## src/rtl/lsu_pkg.sv

```systemverilog
// Shared types and constants for the load/store unit: access size encoding,
// FSM states, lane geometry and small size helpers.
package lsu_pkg;

  localparam int unsigned MAX_BEATS = 2;
  localparam int unsigned LANES     = 4;
  localparam int unsigned LANE_W    = 8;

  typedef enum logic [1:0] {
    SZ_BYTE    = 2'b00,
    SZ_HALF    = 2'b01,
    SZ_WORD    = 2'b10,
    SZ_ILLEGAL = 2'b11
  } size_e;

  typedef enum logic [1:0] {
    S_IDLE  = 2'b00,
    S_BEAT0 = 2'b01,
    S_BEAT1 = 2'b10,
    S_RESP  = 2'b11
  } state_e;

  function automatic logic [2:0] size_bytes(input size_e size);
    case (size)
      SZ_BYTE: size_bytes = 3'd1;
      SZ_HALF: size_bytes = 3'd2;
      SZ_WORD: size_bytes = 3'd4;
      default: size_bytes = 3'd0;
    endcase
  endfunction

  function automatic logic [LANES-1:0] size_mask(input size_e size);
    case (size)
      SZ_BYTE: size_mask = 4'b0001;
      SZ_HALF: size_mask = 4'b0011;
      SZ_WORD: size_mask = 4'b1111;
      default: size_mask = 4'b0000;
    endcase
  endfunction

  // An access needs a second beat when it runs past the end of its word.
  function automatic logic crosses_word(input logic [1:0] offset, input size_e size);
    crosses_word = ({1'b0, offset} + size_bytes(size)) > 3'd4;
  endfunction

endpackage

```

## src/rtl/lsu_lane_align.sv

```systemverilog
// Combinational lane steering: store mask/data for either beat, and the
// load extractor that shifts the two-beat window down and extends it.
module lsu_lane_align
  import lsu_pkg::*;
(
  input  logic [1:0]       offset,
  input  size_e            size,
  input  logic             beat1,
  input  logic [31:0]      wdata,
  output logic [LANES-1:0] mask,
  output logic [31:0]      wdata_lane,
  input  logic [31:0]      rd_lo,
  input  logic [31:0]      rd_hi,
  input  logic             ld_unsigned,
  output logic [31:0]      rdata
);

  logic [LANES-1:0] n_mask;
  logic [5:0]       sh0;
  logic [5:0]       sh1;
  logic [31:0]      raw;

  // NOTE: every output of a combinational block gets a value on every path
  // (defaults first), otherwise synthesis infers a latch.
  always_comb begin
    n_mask     = size_mask(size);
    sh0        = {1'b0, offset, 3'b000};
    sh1        = 6'd32 - sh0;
    mask       = '0;
    wdata_lane = '0;
    if (beat1) begin
      mask       = n_mask >> (3'd4 - {1'b0, offset});
      wdata_lane = wdata >> sh1;
    end else begin
      mask       = n_mask << offset;
      wdata_lane = wdata << sh0;
    end

    raw = 32'({rd_hi, rd_lo} >> sh0);
    case (size)
      SZ_BYTE: rdata = ld_unsigned ? {24'h0, raw[7:0]}  : {{24{raw[7]}}, raw[7:0]};
      SZ_HALF: rdata = ld_unsigned ? {16'h0, raw[15:0]} : {{16{raw[15]}}, raw[15:0]};
      default: rdata = raw;
    endcase
  end

endmodule

```

## src/rtl/lsu.sv

```systemverilog
// Load/store unit: accepts one request at a time, issues one or two
// registered word-aligned memory beats, then pulses a single-cycle response.
module lsu
  import lsu_pkg::*;
#(
  parameter bit SPLIT_MISALIGNED = 1'b1
) (
  input  logic        clk,
  input  logic        rst_n,
  input  logic        req_valid,
  output logic        req_ready,
  input  logic        req_we,
  input  logic [1:0]  req_size,
  input  logic        req_unsigned,
  input  logic [31:0] req_addr,
  input  logic [31:0] req_wdata,
  output logic        rsp_valid,
  output logic [31:0] rsp_rdata,
  output logic        rsp_err,
  output logic [31:0] mem_addr,
  output logic [31:0] mem_write_data,
  output logic [3:0]  mem_data_mask,
  output logic        mem_write_en,
  output logic        mem_read_en,
  input  logic [31:0] mem_read_data
);

  state_e      state_q, state_d;
  logic        we_q, we_d;
  size_e       size_q, size_d;
  logic        uns_q, uns_d;
  logic [1:0]  off_q, off_d;
  logic        split_q, split_d;
  logic [31:0] wdata_q, wdata_d;
  logic [31:0] rdata0_q, rdata0_d;

  logic        ready_q, ready_d;
  logic        rsp_valid_q, rsp_valid_d;
  logic [31:0] rsp_rdata_q, rsp_rdata_d;
  logic        rsp_err_q, rsp_err_d;
  logic [31:0] mem_addr_q, mem_addr_d;
  logic [31:0] mem_wdata_q, mem_wdata_d;
  logic [3:0]  mem_mask_q, mem_mask_d;
  logic        mem_we_q, mem_we_d;
  logic        mem_re_q, mem_re_d;

  size_e       req_size_e;
  logic        req_split;
  logic        req_err;

  logic [1:0]  al_off;
  size_e       al_size;
  logic [31:0] al_wdata;
  logic [31:0] al_lo;
  logic [31:0] al_hi;
  logic [3:0]  al_mask;
  logic [31:0] al_wlane;
  logic [31:0] al_rdata;

  assign req_size_e = size_e'(req_size);
  assign req_split  = crosses_word(req_addr[1:0], req_size_e);
  assign req_err    = (req_size_e == SZ_ILLEGAL) || (req_split && !SPLIT_MISALIGNED);

  // In IDLE the aligner looks at the incoming request so beat 0 can be
  // registered on the accept edge; afterwards it works from the held copy.
  assign al_off   = (state_q == S_IDLE) ? req_addr[1:0] : off_q;
  assign al_size  = (state_q == S_IDLE) ? req_size_e    : size_q;
  assign al_wdata = (state_q == S_IDLE) ? req_wdata     : wdata_q;
  assign al_lo    = (state_q == S_BEAT1) ? rdata0_q      : mem_read_data;
  assign al_hi    = (state_q == S_BEAT1) ? mem_read_data : 32'h0;

  lsu_lane_align u_align (
    .offset      (al_off),
    .size        (al_size),
    .beat1       (state_q == S_BEAT0),
    .wdata       (al_wdata),
    .mask        (al_mask),
    .wdata_lane  (al_wlane),
    .rd_lo       (al_lo),
    .rd_hi       (al_hi),
    .ld_unsigned (uns_q),
    .rdata       (al_rdata)
  );

  always_comb begin
    state_d     = state_q;
    we_d        = we_q;
    size_d      = size_q;
    uns_d       = uns_q;
    off_d       = off_q;
    split_d     = split_q;
    wdata_d     = wdata_q;
    rdata0_d    = rdata0_q;
    rsp_valid_d = 1'b0;
    rsp_rdata_d = '0;
    rsp_err_d   = 1'b0;
    mem_addr_d  = '0;
    mem_wdata_d = '0;
    mem_mask_d  = '0;
    mem_we_d    = 1'b0;
    mem_re_d    = 1'b0;

    case (state_q)
      S_IDLE: begin
        if (req_valid) begin
          we_d    = req_we;
          size_d  = req_size_e;
          uns_d   = req_unsigned;
          off_d   = req_addr[1:0];
          split_d = req_split;
          wdata_d = req_wdata;
          if (req_err) begin
            state_d     = S_RESP;
            rsp_valid_d = 1'b1;
            rsp_err_d   = 1'b1;
          end else begin
            state_d     = S_BEAT0;
            mem_addr_d  = {req_addr[31:2], 2'b00};
            mem_we_d    = req_we;
            mem_re_d    = !req_we;
            mem_mask_d  = req_we ? al_mask : 4'b1111;
            mem_wdata_d = req_we ? al_wlane : 32'h0;
          end
        end
      end
      S_BEAT0: begin
        if (split_q) begin
          state_d     = S_BEAT1;
          rdata0_d    = mem_read_data;
          mem_addr_d  = mem_addr_q + 32'd4;
          mem_we_d    = we_q;
          mem_re_d    = !we_q;
          mem_mask_d  = we_q ? al_mask : 4'b1111;
          mem_wdata_d = we_q ? al_wlane : 32'h0;
        end else begin
          state_d     = S_RESP;
          rsp_valid_d = 1'b1;
          rsp_rdata_d = we_q ? 32'h0 : al_rdata;
        end
      end
      S_BEAT1: begin
        state_d     = S_RESP;
        rsp_valid_d = 1'b1;
        rsp_rdata_d = we_q ? 32'h0 : al_rdata;
      end
      default: state_d = S_IDLE;
    endcase

    ready_d = (state_d == S_IDLE);
  end

  // NOTE: state registers use non-blocking assignments so every flop samples
  // the pre-edge values, independent of statement order.
  always_ff @(posedge clk or negedge rst_n) begin
    if (!rst_n) begin
      state_q     <= S_IDLE;
      we_q        <= 1'b0;
      size_q      <= SZ_BYTE;
      uns_q       <= 1'b0;
      off_q       <= '0;
      split_q     <= 1'b0;
      wdata_q     <= '0;
      rdata0_q    <= '0;
      ready_q     <= 1'b1;
      rsp_valid_q <= 1'b0;
      rsp_rdata_q <= '0;
      rsp_err_q   <= 1'b0;
      mem_addr_q  <= '0;
      mem_wdata_q <= '0;
      mem_mask_q  <= '0;
      mem_we_q    <= 1'b0;
      mem_re_q    <= 1'b0;
    end else begin
      state_q     <= state_d;
      we_q        <= we_d;
      size_q      <= size_d;
      uns_q       <= uns_d;
      off_q       <= off_d;
      split_q     <= split_d;
      wdata_q     <= wdata_d;
      rdata0_q    <= rdata0_d;
      ready_q     <= ready_d;
      rsp_valid_q <= rsp_valid_d;
      rsp_rdata_q <= rsp_rdata_d;
      rsp_err_q   <= rsp_err_d;
      mem_addr_q  <= mem_addr_d;
      mem_wdata_q <= mem_wdata_d;
      mem_mask_q  <= mem_mask_d;
      mem_we_q    <= mem_we_d;
      mem_re_q    <= mem_re_d;
    end
  end

  assign req_ready      = ready_q;
  assign rsp_valid      = rsp_valid_q;
  assign rsp_rdata      = rsp_rdata_q;
  assign rsp_err        = rsp_err_q;
  assign mem_addr       = mem_addr_q;
  assign mem_write_data = mem_wdata_q;
  assign mem_data_mask  = mem_mask_q;
  assign mem_write_en   = mem_we_q;
  assign mem_read_en    = mem_re_q;

endmodule

```

## config.mk

```make
export PLATFORM = sky130hd
export DESIGN_NAME = lsu
export DESIGN_NICKNAME = d
export VERILOG_FILES = /design/src/rtl/lsu_pkg.sv /design/src/rtl/lsu_lane_align.sv /design/src/rtl/lsu.sv
export SDC_FILE = /design/constraint.sdc
export NUM_CORES = 1
export LEC_CHECK = 0
export ABC_AREA = 1
export CORE_MARGIN = 2
export CORE_UTILIZATION = 35
export CTS_BUF_LIST = sky130_fd_sc_hd__clkbuf_16
export CTS_CLUSTER_DIAMETER = 30
export DETAILED_ROUTE_END_ITERATION = 6
export SLEW_MARGIN = 20
export SYNTH_ARGS = -nofsm -noshare
export SYNTH_HDL_FRONTEND = slang
export SYNTH_SLANG_ARGS = --single-unit
```

## constraint.sdc

```tcl
create_clock -name clk -period 2.85 [get_ports clk]
set_clock_uncertainty 0.1 [all_clocks]
set_input_delay 0.855 -clock clk [delete_from_list [all_inputs] [get_ports clk]]
set_output_delay 0.855 -clock clk [all_outputs]
set_load 0.02 [all_outputs]
```

Word level (Yosys, flattened, before mapping)
Cells that the tools add are included.
{"block": "classes", "addsub": 4, "mul": 0, "div_mod_pow": 0, "n_lt_le_gt_ge": 1, "eq_ne": 7, "n_shift": 5, "muxes": 48, "n_bitwise": 0, "n_reduce_logical": 8}
{"cell": "$mux 32", "n": 16}
{"cell": "$pmux 32 s2", "n": 4}
{"cell": "$shr 64x5->32", "n": 1}
{"cell": "$add 32x3->32 const B", "n": 1}
{"cell": "$shl 32x5->32", "n": 1}
{"cell": "$shr 32x6->32", "n": 1}
{"cell": "$mux 4", "n": 6}
{"cell": "$pmux 4 s3", "n": 1}
{"cell": "$mux 1", "n": 11}
{"cell": "$pmux 3 s3", "n": 1}
{"cell": "$eq 2x2->1 const B", "n": 4}
{"cell": "$logic_not 2->1", "n": 4}
{"cell": "$mux 2", "n": 4}
{"cell": "$pmux 4 s2", "n": 1}
{"cell": "$eq 2x1->1 const B", "n": 3}
{"cell": "$pmux 2 s3", "n": 1}
{"cell": "$sub 6x5->6 const A", "n": 1}
{"cell": "$pmux 1 s2", "n": 2}
{"cell": "$reduce_and 2->1", "n": 2}
{"cell": "$shl 4x2->4", "n": 1}
{"cell": "$shr 4x3->4", "n": 1}
{"cell": "$add 2x3->3", "n": 1}
{"cell": "$gt 3x3->1 const B", "n": 1}
{"cell": "$pmux 1 s3", "n": 1}
{"cell": "other kinds (2)", "n": 3}
{"block": "word_totals", "ff_bits": 178, "latch_bits": 0, "ramBits": 0, "mem_bits_ro": 0, "in_bits": 103, "output_inout_bits": 105, "wordCells": 90, "n_memories": 0}

Logic depth before layout (Yosys ltp)
Gate-level depths: netlist of run 1.
{"block": "logic_depth", "word_depth": 10, "depth_mapped": 16, "depth_no_buf": 14}

Modules after synthesis
From an unflattened synthesis of run 1, not the netlist that was laid out.
{"block": "unflattened", "hier_cells": 1622, "area_unflattened_um2": 10762.8}
{"module": "lsu", "n_inst": 1, "cells_each": 1096, "area_each_um2": 8385.5, "seq_area_each_um2": 4405.5}
{"module": "lsu_lane_align", "n_inst": 1, "cells_each": 526, "area_each_um2": 2377.3, "seq_area_each_um2": 0.0}

Worst setup path after synthesis of run 1
OpenSTA, ideal clock, no wires.
{"block": "synth_path", "path_type": "input port to flip-flop", "startpoint": "input req_size[1]", "endpoint": "register rsp_rdata_q[17] (netlist: rsp_rdata[17])", "setup_ns": 0.069, "t_arrival_ns": 2.198, "required_time_ns": 2.681, "setup_slack_ns": 0.483, "cell_stages": 12, "n_path_buf": 2, "path_cell_list": "inv_1 nand2_1 o21ai_2 clkbuf_1 ha_1 inv_1 nor2_1 nand3_1 nand3_2 nand2_4 buf_6 nor2_2"}
{"block": "synth_between", "elab_chain_cells": 6, "word_cells_on_any_way": 7, "classes_between": "eq/ne: 1; mux: 5; reduce/logical: 1"}
{"element": "from (decl)", "line": "lsu.sv:13", "source": "input logic [1:0] req_size,"}
{"element": "$mux 2 *", "line": "lsu.sv:67", "source": "assign al_size = (state_q == S_IDLE) ? req_size_e : size_q;"}
{"element": "$eq 2x1->1 / $logic_not 2->1 (equally long branches)", "line": "lsu_lane_align.sv:40", "source": "case (size)"}
{"element": "$pmux 32 s2 *", "line": "lsu_lane_align.sv:40"}
{"element": "$mux 32 *", "line": "lsu.sv:138, lsu.sv:144"}
{"element": "$mux 32", "line": "lsu.sv:127", "source": "if (split_q) begin"}
{"element": "$pmux 32 s2 *", "line": "lsu.sv:103", "source": "case (state_q)"}
{"element": "named net rsp_rdata_d[17]", "line": "lsu.sv:39", "source": "logic [31:0] rsp_rdata_q, rsp_rdata_d;"}
{"element": "to (signal assigned)", "line": "lsu.sv:184", "source": "rsp_rdata_q <= rsp_rdata_d;"}
{"element": "to (decl)", "line": "lsu.sv:39"}
The timed path passes the listed nets; every way through them passes the cells marked *.
A chain may end at the register's enable or synchronous reset.

Worst setup path in the final report of run 1
{"block": "layout_path", "startpoint": "register state_q[0]", "endpoint": "register mem_wdata_q[10] (netlist: mem_write_data[10])"}
{"block": "layout_between", "elab_chain_cells": 9, "word_cells_on_any_way": 14, "classes_between": "add/sub: 1; eq/ne: 1; shift: 2; mux: 9; reduce/logical: 1"}
{"element": "from (decl)", "line": "lsu.sv:28", "source": "state_e state_q, state_d;"}
{"element": "from (signal assigned)", "line": "lsu.sv:174", "source": "state_q <= state_d;"}
{"element": "$logic_not 2->1", "line": "lsu.sv:66, lsu.sv:68, lsu.sv:103"}
{"element": "$mux 2", "line": "lsu.sv:66", "source": "assign al_off = (state_q == S_IDLE) ? req_addr[1:0] : off_q;"}
{"element": "$sub 6x5->6", "line": "lsu_lane_align.sv:28", "source": "sh1 = 6'd32 - sh0;"}
{"element": "$shr 32x6->32", "line": "lsu_lane_align.sv:33", "source": "wdata_lane = wdata >> sh1;"}
{"element": "$mux 32", "line": "lsu_lane_align.sv:31", "source": "if (beat1) begin"}
{"element": "$mux 32", "line": "lsu.sv:122", "source": "mem_wdata_d = req_we ? al_wlane : 32'h0;"}
{"element": "$mux 32", "line": "lsu.sv:112", "source": "if (req_err) begin"}
{"element": "$mux 32", "line": "lsu.sv:105", "source": "if (req_valid) begin"}
{"element": "$pmux 32 s2 *", "line": "lsu.sv:103"}
{"element": "named net mem_wdata_d[10]", "line": "lsu.sv:42", "source": "logic [31:0] mem_wdata_q, mem_wdata_d;"}
{"element": "to (signal assigned)", "line": "lsu.sv:187", "source": "mem_wdata_q <= mem_wdata_d;"}
{"element": "to (decl)", "line": "lsu.sv:42"}
Marks and branches as above.

==> reports/metrics.cfg, run 1 <==
[outcome]
status=finished, final reports clean

[timing]
finalSetupViolCount=0
layout_setup_ws_ps=186
min_period_over_period_pct=93.5
rsz0062_at_grt=no
tightest_slew_ps=731
hold_violations=0
max_clock_freq_mhz=375
min_period_ps=2660
slew_violations=0
slew-limit-headroom_pct=51.1

[global_routing]
antenna_found_initial=0
grt_first_pass_wirelength_um=51000
grt_pass1_vias=9040
overflow=0
gr-usage-all-layers_pct=21.6
grt_max_degree=68

[cells_and_area]
design_area_sq_um=13100
drive_gt1_share_pct=7.83
fin_cells=1948
n_antenna_cell=0
nNetsFinal=1674
areaGrowthSynthToFinish_pct=31.2

[placed_design]
dp_hpwl_um=24300
placed_cells=1916
gp_congestion=0.951
dp_slack_ps=-4.75
dpl_cell_area_sq_um=12500
io_buffers=205

[critical_path]
critPathKind=register to register
crit_path_start=state_q[0]
critPathArrivalTime_ps=2930
start_kind=register
crit_chain=inv_1 -> ha_1 -> inv_4 -> buf_4 -> o21ai_0 -> o21ai_1 -> o21ai_0 -> nand2_1 -> nor2_1
crit_path_max_incr_delay_ps=560
cpLargestDelayFamily=compound AO/OA/AOI/OAI gates
cp-end-kind=register
crit_buf_inv=3
r2r-start=state_q[0]
crit_top_cell=o21ai_0
crit_slowest_cell=o21ai_0
reg2reg_slack_ps=190
crit_fanout=24
crit_required_ps=3110

[synthesis]
yosys-mux-area-fraction_pct=0.200
synth-seq-cells=176
synth_adder_area_share_pct=1.83
synth_edf_count=0
ys_seq_area_share_pct=44.0
synth_cells=1366
async_flop_share_pct=100
synth-simple-area-share_pct=26.3
avgSynthCellArea_sq_um=7.32
ys.warnings.count=0
synth_top_family_by_area=simple AND/OR/NAND/NOR gates
ys_types=47
synth_area_sq_um=10000
ys.flop_type=dfrtp_1
synth-compound-area-share_pct=18.3
yosys.area_share.xor_xnor_pct=0.0875

[clock_tree]
cts_inserted_buffers=17
worstSkewPairLatency_ps=440
clock_path_buffers=2
post-cts-setup-buffer-count=0
clock-root-buffer=clkbuf_16
cts_resized=0
h-tree-depth=4
cts_tree=built
clk_pin_slew_ps=70
cts.sinks=176
cts_hold_buf=0

[pwr]
vdd_drop_max_mv=0.433
power.leakage_uw=0.00597
p_total_uw=14300
cellPowerDensity_nw_per_um2=1090

[floorplanning]
ios=208
die_w_um=173
die_y_um=173
rows=61
design.core.area_sq_um=27900
dieArea_sq_um=30000
initial_core_util_pct=35.8

[drt]
routed-via-count=9672
drt_wl_total_um=32500
first_pass_iters=6
drc_errors=0
wl_met2_um=13900
initialDrtViolationCount=864
postRouteAntennaNets=0
wl_met1_um=15900
viasPerCell=4.97
dr_wl_met3_um=2340
dr.max_layer_used=met4
wire_per_inst_um=16.7

[job]
cap_violations=0

[min_path]
hold_path.class=primary input to async pin

-- kinds of logic after synthesis --
group / after synthesis
and+or+nand+nor: 630
muxes: 2
buffers and inverters: 205
DFF: 176
AOI/OAI and AO/OA: 337
other: 1
xor gates and xnor gates: 1
adders and majority gates: 14
-- flip-flops by register name, summed over array words and instances (netlist names) --
name            flops
split_q             1
rsp_err             1
uns_q               1
size_q              2
off_q               2
wdata_q            32
we_q                1
mem_write_data     32
mem_data_mask       4
rdata0_q           32
rsp_valid           1
mem_write_en        1
req_ready           1
state_q             2
mem_addr           30
rsp_rdata          32
mem_read_en         1
-- power by group --
part           switching (uW)  total [uW]  internal [uW]
Sequential                479        3830           3350
Combinational            5100        7930           2830
Clock                    1100        2520           1410
Total                    6690       14300           7590
-- area by class of cell --
type,instances,area (sq um)
Tap cell,378,473
Sequential cell,176,4410
Timing Repair Buffer,244,2450
Clock inverter,15,195
Inverter,132,502
Multi-Input combinational cell,986,4680
Fill cell,2841,14800
Clock buffer,17,425
-- stage by stage --
step | TNS, ps | util [%] | hold WS (ps)
2_1_floorplan | 0 | - | 348
3_3_place_gp | 0 | 44.8 | 362
3_5_place_dp | -4.75 | 44.8 | 367
4_1_cts | 0 | 47.0 | 266
5_1_grt | 0 | 47.0 | 276
6_report | 0 | 47.0 | 264
-- worst reg2reg max path, cell delays in order (launching register included) --
cell,delay [ps]
dfrtp_1,410
inv_1,150
ha_1,440
inv_4,170
buf_4,250
o21ai_0,560
o21ai_1,190
o21ai_0,180
nand2_1,60
nor2_1,100
-- layout by cell type (no fill, tap or decap), types with 2 or more instances in the layout --
cell,count
inv_2,7
inv_8,3
clkbuf_16,17
a22oi_1,2
a21oi_1,64
o21ai_1,22
buf_12,8
ha_1,13
buf_4,31
dfrtp_1,175
clkdlybuf4s50_1,204
inv_6,5
nand3_2,3
a31oi_1,2
nand2_4,5
o211ai_1,30
nand4_1,11
inv_4,2
and2_1,3
nor2_2,11
bufinv_16,3
o21ai_0,193
o22ai_1,5
conb_1,2
nor2_4,3
clkinvlp_4,2
nor3_1,7
or2_2,3
o31ai_1,6
o21bai_1,3
o21ai_2,3
nand2_1,410
a211oi_1,2
mux2i_1,2
nand2_2,13
nand3_1,55
inv_1,122
nor2_1,104
-- cell usage after synthesis (6+ instances only) --
library cell  instances  share of area [%]
o21ai_0             193                9.7
buf_2                26                1.3
clkbuf_1             26               0.98
nor2_2               11               0.69
nand2_2              12               0.75
dfrtp_1             175                 44
inv_1               121                4.5
a21oi_1              64                3.2
inv_2                 7               0.26
buf_6                11                1.2
o21ai_1              22                1.1
nor2_1              104                3.9
o211ai_1             30                2.3
nand3_1              55                2.8
nand2_1             411                 15
nor3_1                7               0.35
o31ai_1               6               0.45
buf_4                 9               0.68
ha_1                 13                1.6
nand4_1              11               0.69
-- worst paths after layout --
kind                                           end  depth (start not counted)
worst max-delay path            mem_write_data[10]                          9
worst min-delay path                  mem_addr[22]                          1
worst max register to register  mem_write_data[10]                          9
worst min register to register        rdata0_q[31]                          2
max in group asynchronous                 off_q[1]                          2
min in group clk                      rdata0_q[31]                          2
-- metal layers --
layer	track usage, %	vias to the layer above
met3	4.22	28
li1	-	4799
met4	5.12	0
met5	0	-
met1	32.6	4468
met2	31.6	377
No activity file was read; power rests on OpenSTA's default activity.
==> run 2, diff against run 1 <==
--- a/config.mk
+++ b/config.mk
@@ -6,11 +6,13 @@
 export NUM_CORES = 1
 export LEC_CHECK = 0
 export ABC_AREA = 1
+export CAP_MARGIN = 40
 export CORE_MARGIN = 2
 export CORE_UTILIZATION = 35
 export CTS_BUF_LIST = sky130_fd_sc_hd__clkbuf_16
 export CTS_CLUSTER_DIAMETER = 30
 export DETAILED_ROUTE_END_ITERATION = 6
+export PLACE_DENSITY = 0.69
 export SLEW_MARGIN = 20
 export SYNTH_ARGS = -nofsm -noshare
 export SYNTH_HDL_FRONTEND = slang
==> reports/metrics.cfg, run 2 (same netlist as run 1, synthesis figures left out) <==
[outcome]
status=finished, final reports clean  ; unchanged

[timing]
tns_ps=0  ; unchanged
min_period_ps=2540  ; was 2660 ps
slew_violations=0  ; unchanged
layout_setup_ws_ps=314  ; was 186 ps
slew-limit-headroom_pct=50.0  ; was 51.1%
min_period_over_period_pct=89.0  ; was 93.5%
tightest_slew_ps=742  ; was 731 ps
max_clock_freq_mhz=394  ; was 375 MHz
rsz0062_at_grt=no  ; unchanged
finalSetupViolCount=0  ; unchanged
hold_violations=0  ; unchanged

[clock_tree]
clk_pin_slew_ps=80  ; was 70 ps
clock-root-buffer=clkbuf_16  ; unchanged
cts_resized=0  ; unchanged
worstSkewPairLatency_ps=430  ; was 440 ps
h-tree-depth=4  ; unchanged
cts.sinks=176  ; unchanged
post-cts-setup-buffer-count=0  ; unchanged
cts_tree=built  ; unchanged
cts_hold_buf=0  ; unchanged
cts_inserted_buffers=17  ; unchanged
clock_path_buffers=2  ; unchanged

[drt]
first_pass_iters=6  ; unchanged
wl_met2_um=14500  ; was 13,900 um
wl_met1_um=15400  ; was 15,900 um
wire_per_inst_um=16.9  ; was 16.7 um
routed-via-count=9864  ; was 9,672
postRouteAntennaNets=0  ; unchanged
viasPerCell=5.05  ; was 4.97
dr.max_layer_used=met4  ; unchanged
drc_errors=0  ; unchanged
drt_wl_total_um=33100  ; was 32,500 um
initialDrtViolationCount=1070  ; was 864
dr_wl_met3_um=2570  ; was 2340 um

[pwr]
vdd_drop_max_mv=0.589  ; was 0.433 mV
p_total_uw=14200  ; was 14,300 uW
cellPowerDensity_nw_per_um2=1080  ; was 1090 nW/um^2
power.leakage_uw=0.00597  ; about the same

[cells_and_area]
nFillCells=2774  ; was 2,841
mostFrequentLayoutCells=410 x nand2_1, 204 x clkdlybuf4s50_1, 193 x o21ai_0, 175 x dfrtp_1, 121 x inv_1  ; was 410 x nand2_1, 204 x clkdlybuf4s50_1, 193 x o21ai_0, 175 x dfrtp_1, 122 x inv_1
multi_input_area_sq_um=4680  ; unchanged
regArea_sq_um=4410  ; unchanged
areaGrowthSynthToFinish_pct=31.0  ; was 31.2%
final_common_cell=nand2_1  ; unchanged
nNetsFinal=1679  ; was 1,674
n_antenna_cell=0  ; unchanged
fin_util_pct=46.9  ; was 47.0%
drive_gt1_share_pct=8.13  ; was 7.83%

[critical_path]
reg2reg_to=mem_write_data[29]  ; was mem_write_data[10]
crit_fanout=1  ; was 24
crit_required_ps=1900  ; was 3110 ps
start_kind=register  ; unchanged
cpLargestDelayFamily=buffers and inverters  ; was compound AO/OA/AOI/OAI gates
crit_chain=clkdlybuf4s50_1  ; was inv_1 -> ha_1 -> inv_4 -> buf_4 -> o21ai_0 -> o21ai_1 -> o21ai_0 -> nand2_1 -> nor2_1
critPathKind=register to primary output  ; was register to register
crit_cells=1  ; was 9
crit_path_start=req_ready  ; was state_q[0]
critPathArrivalTime_ps=1580  ; was 2930 ps
crit_path_max_incr_delay_ps=640  ; was 560 ps
crit_buf_inv=1  ; was 3
reg2reg_slack_ps=380  ; was 190 ps
worstSetupEndpoint=req_ready  ; was mem_write_data[10]
crit_slowest_cell=clkdlybuf4s50_1  ; was o21ai_0
r2r-start=state_q[1]  ; was state_q[0]
cp-end-kind=primary output  ; was register
rr_worst_depth=9  ; unchanged

[global_routing]
antenna_found_initial=0  ; unchanged
grt_first_pass_wirelength_um=52500  ; was 51,000 um
grt_max_degree=66  ; was 68
grt_pass1_vias=9209  ; was 9,040
gr-usage-all-layers_pct=22.1  ; was 21.6%
overflow=0  ; unchanged

[floorplanning]
ios=208  ; unchanged
rows=61  ; unchanged
design.core.area_sq_um=27900  ; unchanged
dieArea_sq_um=30000  ; unchanged
initial_core_util_pct=35.8  ; unchanged
die_y_um=173  ; unchanged
die_w_um=173  ; unchanged

[min_path]
hold_path.class=primary input to async pin  ; unchanged

[placed_design]
gp_congestion=0.907  ; was 0.951
io_buffers=205  ; unchanged
dp_hpwl_um=25100  ; was 24,300 um
dp_slack_ps=-10.1  ; was -4.75 ps

[job]
cap_violations=0  ; unchanged

run 2: final cells by class:
class	instances	area share (%)
repair buffers	249	18.8
clock inverters	15	1.25
clock buffers	17	3.25
flip-flops and latches	176	33.6
inverters	132	3.83
multi-input cells	986	35.7
well taps	378	3.61
run 2: worst min path at each step:
stage | slack [ps] | depth (start not counted) | start | end
after detailed placement | 370 | 2 | wdata_q[16] | wdata_q[16]
after floorplan | 350 | 2 | wdata_q[16] | wdata_q[16]
after CTS | 300 | 1 | rst_n | wdata_q[5]
after global routing | 320 | 1 | rst_n | wdata_q[5]
after global placement | 360 | 2 | wdata_q[16] | wdata_q[16]
final | 280 | 1 | rst_n | wdata_q[5]
run 2: report_power, final:
part | internal [uW] | switching, uW | total, uW
clock | 1250 | 1130 | 2380
combinational | 2790 | 5170 | 7960
sequential | 3350 | 489 | 3840
total | 7400 | 6790 | 14200
run 2: metrics by stage:
| step | instances | hold slack [ps] | area [sq um] |
|---|---|---|---|
| 4_1_cts | 1953 | 305 | 13100 |
| 3_5_place_dp | 1921 | 369 | 12500 |
| 6_report | 1953 | 285 | 13100 |
| 2_1_floorplan | 1367 | 348 | 10000 |
| 3_3_place_gp | 1921 | 361 | 12500 |
| 5_1_grt | 1953 | 321 | 13100 |
run 2: per-layer routing:
layer / GRT usage [%] / vias up
met5: 0 / -
met1: 32.7 / 4562
met4: 6.29 / 0
met2: 32.7 / 441
li1: - / 4824
met3: 4.05 / 37
